[config.mk]
export PLATFORM = sky130hd
export DESIGN_NAME = mutex_buffer_sched
export DESIGN_NICKNAME = d
export VERILOG_FILES = /design/src/rtl/mutex_buffer_pkg.sv /design/src/rtl/mutex_buffer_pick.sv /design/src/rtl/mutex_buffer_sched.sv
export SDC_FILE = /design/constraint.sdc
export NUM_CORES = 1
export LEC_CHECK = 0
export BUFFER_PORTS_ARGS = -buffer_cell sky130_fd_sc_hd__buf_2
export CAP_MARGIN = 20
export CORE_ASPECT_RATIO = 1.25
export CORE_MARGIN = 2
export CORE_UTILIZATION = 50
export CTS_CLUSTER_DIAMETER = 150
export DETAILED_ROUTE_END_ITERATION = 8
export PLACE_DENSITY_LB_ADDON = 0.3
export REMOVE_ABC_BUFFERS = 1
export SYNTH_ARGS = -nofsm -noshare
export SYNTH_HDL_FRONTEND = slang
export SYNTH_SLANG_ARGS = --single-unit
[constraint.sdc]
create_clock -name clk -period 4.7 [get_ports clk]
set_input_delay 0.235 -clock clk [delete_from_list [all_inputs] [get_ports clk]]
set_output_delay 0.235 -clock clk [all_outputs]
set_load 0.02 [all_outputs]
[src/rtl/mutex_buffer_pkg.sv]
`default_nettype none
// ============================================================================
// Module   : mutex_buffer_pkg
// Purpose  : Shared definitions for the frame-buffer ownership scheduler:
//            writer state encoding, reader count ceiling, index width helper.
// Ports    : none (package)
// Revision : 1.0 - initial release
// ============================================================================
package mutex_buffer_pkg;

    typedef enum logic [0:0] {
        W_IDLE   = 1'b0,
        W_ACTIVE = 1'b1
    } wstate_t;

    localparam int MAX_READERS = 6;

    // Ceiling log2, used for elaboration-time width computation.
    function automatic int clog2(input int value);
        int r;
        r = 0;
        while ((1 << r) < value) begin
            r = r + 1;
        end
        return r;
    endfunction

    // Buffer index width sized for the largest legal pool.
    localparam int IDX_WIDTH = clog2(MAX_READERS + 2);

endpackage
`default_nettype wire

[src/rtl/mutex_buffer_pick.sv]
`default_nettype none
// ============================================================================
// Module   : mutex_buffer_pick
// Purpose  : Combinational lowest-index picker over a free-buffer bitmap.
// Ports    : free_i   - bitmap of free buffers
//            onehot_o - one-hot of the lowest free buffer (0 when none)
//            idx_o    - index of the lowest free buffer (0 when none)
//            none_o   - no buffer is free
// Revision : 1.0 - initial release
// ============================================================================
module mutex_buffer_pick
    import mutex_buffer_pkg::*;
#(
    parameter int C_BUFF_NUM = 4
) (
    input  logic [C_BUFF_NUM-1:0] free_i,
    output logic [C_BUFF_NUM-1:0] onehot_o,
    output logic [IDX_WIDTH-1:0]  idx_o,
    output logic                  none_o
);

    // Scan from the top down so the lowest free index wins last.
    always_comb begin
        onehot_o = '0;
        idx_o    = '0;
        for (int i = C_BUFF_NUM - 1; i >= 0; i--) begin
            if (free_i[i]) begin
                onehot_o    = '0;
                onehot_o[i] = 1'b1;
                idx_o       = IDX_WIDTH'(i);
            end
        end
    end

    assign none_o = ~|free_i;

endmodule
`default_nettype wire

[src/rtl/mutex_buffer_sched.sv]
`default_nettype none
// ============================================================================
// Module   : mutex_buffer_sched
// Purpose  : Frame-buffer ownership scheduler for one writer and
//            C_READER_NUM readers over a pool of C_READER_NUM+2 buffers.
//            Frames are published on writer EOF; aborted frames are dropped.
// Ports    : clk, resetn          - clock, synchronous active-low reset
//            buf_base, buf_stride - buffer address generation
//            freeze               - suppress publishing of completed frames
//            w_sof, w_eof         - writer frame markers
//            w_addr, w_idx        - writer target buffer
//            r_sof                - per-reader frame start
//            r_addr, r_valid      - per-reader buffer address / validity
//            intr                 - one-cycle pulse per publish
//            frame_cnt, drop_cnt  - saturating publish / abort counters
//            err                  - sticky "no free buffer" flag
// Revision : 1.0 - initial release
// ============================================================================
module mutex_buffer_sched
    import mutex_buffer_pkg::*;
#(
    parameter int C_ADDR_WIDTH = 32,
    parameter int C_READER_NUM = 2,
    parameter int C_CNT_WIDTH  = 16
) (
    input  logic                                 clk,
    input  logic                                 resetn,
    input  logic [C_ADDR_WIDTH-1:0]              buf_base,
    input  logic [C_ADDR_WIDTH-1:0]              buf_stride,
    input  logic                                 freeze,
    input  logic                                 w_sof,
    input  logic                                 w_eof,
    output logic [C_ADDR_WIDTH-1:0]              w_addr,
    output logic [2:0]                           w_idx,
    input  logic [C_READER_NUM-1:0]              r_sof,
    output logic [C_READER_NUM*C_ADDR_WIDTH-1:0] r_addr,
    output logic [C_READER_NUM-1:0]              r_valid,
    output logic                                 intr,
    output logic [C_CNT_WIDTH-1:0]               frame_cnt,
    output logic [C_CNT_WIDTH-1:0]               drop_cnt,
    output logic                                 err
);

    localparam int C_BUFF_NUM = C_READER_NUM + 2;
    localparam int AW         = C_ADDR_WIDTH;

    wstate_t                 w_state_q;
    logic [C_BUFF_NUM-1:0]   w_bmp_q;
    logic [IDX_WIDTH-1:0]    w_idx_q;
    logic [AW-1:0]           w_addr_q;
    logic [C_BUFF_NUM-1:0]   last_bmp_q,   last_bmp_d;
    logic                    last_valid_q, last_valid_d;
    logic [AW-1:0]           last_addr_q,  last_addr_d;
    logic [C_BUFF_NUM-1:0]   r_bmp_q  [C_READER_NUM];
    logic [AW-1:0]           r_addr_q [C_READER_NUM];
    logic [C_READER_NUM-1:0] r_valid_q;
    logic                    intr_q;
    logic                    err_q;
    logic [C_CNT_WIDTH-1:0]  frame_cnt_q;
    logic [C_CNT_WIDTH-1:0]  drop_cnt_q;

    logic                    w_active, w_done, w_pub, w_abort;
    logic [C_BUFF_NUM-1:0]   r_busy, free_bmp;
    logic [C_BUFF_NUM-1:0]   pick_onehot, alloc_bmp;
    logic [IDX_WIDTH-1:0]    pick_idx, alloc_idx;
    logic                    pick_none;
    logic [AW-1:0]           alloc_addr;

    assign w_active = (w_state_q == W_ACTIVE);
    assign w_done   = w_active && w_eof;
    assign w_pub    = w_done && !freeze;
    assign w_abort  = w_active && w_sof && !w_eof;

    // "Next" view of the published buffer: a same-cycle publish is visible
    // both to readers starting a frame and to the free-set computation.
    assign last_bmp_d   = w_pub ? w_bmp_q  : last_bmp_q;
    assign last_valid_d = w_pub ? 1'b1     : last_valid_q;
    assign last_addr_d  = w_pub ? w_addr_q : last_addr_q;

    always_comb begin
        r_busy = '0;
        for (int i = 0; i < C_READER_NUM; i++) begin
            r_busy = r_busy | r_bmp_q[i];
        end
    end

    // The writer's own buffer is deliberately not excluded: on abort it may
    // be reused immediately.
    assign free_bmp = ~(last_bmp_d | r_busy);

    mutex_buffer_pick #(
        .C_BUFF_NUM (C_BUFF_NUM)
    ) u_pick (
        .free_i   (free_bmp),
        .onehot_o (pick_onehot),
        .idx_o    (pick_idx),
        .none_o   (pick_none)
    );

    // Defensive fallback to buffer 0 when the pool is exhausted.
    assign alloc_bmp  = pick_none ? {{(C_BUFF_NUM-1){1'b0}}, 1'b1} : pick_onehot;
    assign alloc_idx  = pick_none ? '0 : pick_idx;
    assign alloc_addr = buf_base + (AW'(alloc_idx) * buf_stride);

    // Writer FSM, publish bookkeeping and counters.
    always_ff @(posedge clk) begin
        if (!resetn) begin
            w_state_q    <= W_IDLE;
            w_bmp_q      <= '0;
            w_idx_q      <= '0;
            w_addr_q     <= '0;
            last_bmp_q   <= '0;
            last_valid_q <= 1'b0;
            last_addr_q  <= '0;
            intr_q       <= 1'b0;
            err_q        <= 1'b0;
            frame_cnt_q  <= '0;
            drop_cnt_q   <= '0;
        end else begin
            intr_q       <= w_pub;
            last_bmp_q   <= last_bmp_d;
            last_valid_q <= last_valid_d;
            last_addr_q  <= last_addr_d;
            if (w_pub && (frame_cnt_q != '1)) begin
                frame_cnt_q <= frame_cnt_q + 1'b1;
            end
            if (w_abort && (drop_cnt_q != '1)) begin
                drop_cnt_q <= drop_cnt_q + 1'b1;
            end
            if (w_sof) begin
                // Covers start from idle, abort, and EOF+SOF back-to-back.
                w_state_q <= W_ACTIVE;
                w_bmp_q   <= alloc_bmp;
                w_idx_q   <= alloc_idx;
                w_addr_q  <= alloc_addr;
                if (pick_none) begin
                    err_q <= 1'b1;
                end
            end else if (w_done) begin
                w_state_q <= W_IDLE;
                w_bmp_q   <= '0;
            end
        end
    end

    // Readers latch the (possibly just-published) last buffer on their SOF.
    always_ff @(posedge clk) begin
        if (!resetn) begin
            r_valid_q <= '0;
            for (int i = 0; i < C_READER_NUM; i++) begin
                r_bmp_q[i]  <= '0;
                r_addr_q[i] <= '0;
            end
        end else begin
            for (int i = 0; i < C_READER_NUM; i++) begin
                if (r_sof[i]) begin
                    r_bmp_q[i]   <= last_bmp_d;
                    r_valid_q[i] <= last_valid_d;
                    r_addr_q[i]  <= last_valid_d ? last_addr_d : '0;
                end
            end
        end
    end

    generate
        for (genvar g = 0; g < C_READER_NUM; g++) begin : g_raddr
            assign r_addr[g*AW +: AW] = r_addr_q[g];
        end
    endgenerate

    assign w_addr    = w_addr_q;
    assign w_idx     = 3'(w_idx_q);
    assign r_valid   = r_valid_q;
    assign intr      = intr_q;
    assign frame_cnt = frame_cnt_q;
    assign drop_cnt  = drop_cnt_q;
    assign err       = err_q;

endmodule
`default_nettype wire
==> results_dict.tcl <==
set metrics [dict create \
    status "complete, no violations" \
    worstRegToRegCells 22 \
    io_pins 206 \
    drive_above_1_share 0.2865 \
    whs_endpoint "r_valid[0]$_SDFFE_PN0P_" \
    hold_buffers 0 \
    power.leakage_nw 6.305 \
    die_h_microns 162.7 \
    dp.cells 1545 \
    synth_ff_type "dfxtp_1" \
    grt_setup_unrepaired "true" \
    pre_cts_ws_ps -284.1 \
    coreArea_sq_um 19960 \
    cts.path.max_buffers 2 \
    seq_area_sq_um 4408 \
    cp-start-kind "flip-flop" \
    synthXorXnorAreaFrac 0.04312 \
    slew_violations 0 \
    holdPathStages 2 \
    worstPathRequired_ps 5000 \
    initial_core_util 0.5046 \
    cp-startpoint "w_active$_SDFFE_PN0P_" \
    fin_cells 1587 \
    htreeDepth 4 \
    timing.hold.ws_ps 41.63 \
    drt_iter0_drc 391 \
    drc 0 \
    finalCoreUtilization 0.6455 \
    critical_path_peak_fanout 10 \
    wl_met3_microns 1099 \
    wl_met1_microns 9929 \
    synth_area_sq_um 10070 \
    first_pass_iters 4 \
    wl_met2_microns 12540 \
    vias 8130 \
    grt_start_max_net_pins 61 \
    layout.nets 1468 \
    r2r_end "w_addr[24]$_SDFFE_PN0P_" \
    clk_pin_slew_ps 80 \
    clock_sinks 184 \
    top_layer "met4" \
    synth_most_common_cell "nor2_1" \
    crit_slowest_cell "fa_1" \
    yosys-top-cells-area "dfxtp_1, edfxtp_1, ha_1" \
    synth_top_area_frac 0.2227 \
    grt_pass1_vias 7621 \
    cts_made_buffers 17 \
    fin_crit_ps 4588 \
    grt.total_usage 0.2173 \
    critPathTopFamily "compound AO/OA/AOI/OAI gates" \
    viasPerCell 5.123 \
    max_cap_viol_count 0 \
    worst_slack_ps 111.8 \
    max_stage_delay_ps 400 \
    p_total_mw 4.216 \
    synth_mux_area_frac 0.05318 \
    avgRoutedWirePerCell_microns 15.24 \
    synth_top_family_by_area "simple AND/OR/NAND/NOR gates" \
    multiInputGateArea_sq_um 5321 \
    routed_wl_microns 24180 \
    grt_overflow 0 \
    period_share 0.9762 \
    synth-edff-count 72 \
    antenna_found_initial 1 \
    clock.fmax_ghz 0.2180 \
    cp_num_buf_inv 7 \
    portBuffers 204 \
    synth_fa_ha_area_frac 0.1392 \
    relSlewSlack 0.3233 \
    ctsRootBufferMaster "clkbuf_16" \
    critical_path_class "reg2reg" \
    syn-instance-count 1046 \
    synth_compound_area_frac 0.08139 \
    end_kind "flip-flop" \
    dpl_cell_area_sq_um 11800 \
    ys_ff_latch 184 \
    hold_path_class "in2reg" \
    synth_top_cell_by_area "dfxtp_1" \
    place_hpwl_microns 16960 \
    grt_pass1_wl_microns 36340 \
    arrival_ps 4890 \
    hp-start "r_sof[0]" \
    synth-warning-count 0 \
    setup_viol 0 \
    postLayoutCellArea_sq_um 12880 \
    avgSynthCellArea_sq_um 9.627 \
    worstSkewPairLatency_ps 430 \
    powerDensity_nw_per_um2 327.3 \
    max_slew.worst_pin.slew_ps 1015 \
    r2r_start "w_active$_SDFFE_PN0P_" \
    dieArea_sq_um 21300 \
    clock_skew_ps 12.67 \
    synthSimpleGateAreaFrac 0.1774 \
    fillerInstances 1644 \
    globalplace.congestion 0.8622 \
    fin_setup_tns_ps 0 \
    synth_seq_area_share 0.4374 \
    hold_viol 0 \
    num_rows 58 \
    async_flop_share 0 \
    peakVddDrop_mv 0.2216 \
    area_growth_pct 27.92 \
    fp.dieW_microns 130.9 \
    path_cells "and3b_2 > mux2_4 > nor4_4 > buf_6 > buf_12 > buf_16 > and2_1 > ha_1 > inv_1 > fa_1 > inv_1 > ha_1 > buf_4 > o21ai_0 > a32oi_2 > o31ai_2 > buf_4 > o211ai_1 > a211o_1 > a21oi_2 > xor2_1 > a21oi_1" \
    tritoncts "done" \
    reg2reg_setup_slack_ps 110 \
    antenna_left 0 \
    synth.distinct_cells 65 \
    synth_commonest_cells "nor2_1, inv_1, dfxtp_1" \
]
[logic make-up (layout without fill, tap and decap cells)]
logic type | after synthesis | after routing
DFF | 184 | 184
xor gates and xnor gates | 48 | 48
and+or+nand+nor | 358 | 358
muxes | 53 | 53
AOI/OAI and AO/OA | 127 | 127
buffers and inverters | 181 | 451
adders and majority gates | 94 | 94
other | 1 | 2
[power by group]
part	switching, mW	leakage [nW]	internal, mW
Clock	0.703	0.294	0.721
Combinational	0.565	4.30	0.441
Sequential	0.0553	1.71	1.73
Total	1.32	6.31	2.89
[sequential cells by signal, summed over array words and instances (netlist names)]
register / count
r_addr_q: 64
drop_cnt: 16
last_addr_q: 32
frame_cnt: 16
intr: 1
last_bmp_q: 4
r_valid: 2
r_bmp_q: 8
err: 1
w_active: 1
w_bmp_q: 4
w_addr: 32
w_idx: 2
last_valid_q: 1
[per-layer routing]
| metal | vias to the layer above | global-route usage |
|---|---|---|
| met2 | 215 | 0.3963 |
| met3 | 39 | 0.03482 |
| li1 | 4013 | - |
| met1 | 3863 | 0.2596 |
| met4 | 0 | 0.06721 |
| met5 | - | 0 |
[area by class of cell]
| class | count | share of cell area |
|---|---|---|
| antenna | 1 | 0.0001943 |
| inverter | 141 | 0.04119 |
| clock inverter | 15 | 0.01389 |
| multi-input combinational | 681 | 0.4131 |
| sequential | 184 | 0.3422 |
| clock buffer | 17 | 0.03303 |
| tap | 270 | 0.02623 |
| timing repair buffer | 278 | 0.1302 |
[worst register-to-register path, delay by kind of cell (launching register included)]
family,cells,cell delay (ps)
AOI/OAI and AO/OA,7,1120
xor gates and xnor gates,1,220
DFF,1,370
and+or+nand+nor,3,660
buffers and inverters,7,890
muxes,1,350
adders and majority gates,3,860
[placed cells by master, fill, tap and decap left out, types with 4 or more instances in the layout]
cell type	n
buf_2	204
nor2_1	144
inv_1	136
dfxtp_1	111
edfxtp_1	72
buf_4	66
and2_1	65
ha_1	55
mux2i_1	52
nand2_1	39
a21oi_1	34
fa_1	29
nand3_1	26
xor2_1	25
o21ai_0	24
xnor2_1	22
clkbuf_16	19
nand4_1	13
or3_1	11
a21oi_2	9
ha_4	9
nor3_1	8
o21a_1	7
and4_1	6
a211oi_1	6
and3_1	6
nor2b_1	5
clkinv_8	5
inv_2	4
and2_4	4
a21o_1	4
nand2b_1	4
a211o_1	4
o21bai_1	4
inv_8	4
[how the worst max path moves through the flow]
stage	cells after the start	end	slack, ps
CTS	21	w_addr[31]$_SDFFE_PN0P_	0.3
detailed placement	21	w_addr[31]$_SDFFE_PN0P_	-280
global route	22	w_addr[24]$_SDFFE_PN0P_	-80
finish	22	w_addr[24]$_SDFFE_PN0P_	110
floorplan	17	w_addr[31]$_SDFFE_PN0P_	-950
global placement	21	w_addr[31]$_SDFFE_PN0P_	-200
[repair_timing]
action / in CTS / in global routing
pin swaps: 6 / 32
cloned: 1 / 2
gates resized for setup: 12 / 59
buffers inserted: 2 / 5
endpoints found under the setup margin: 10 / 17
No activity file was read; power rests on OpenSTA's default activity.
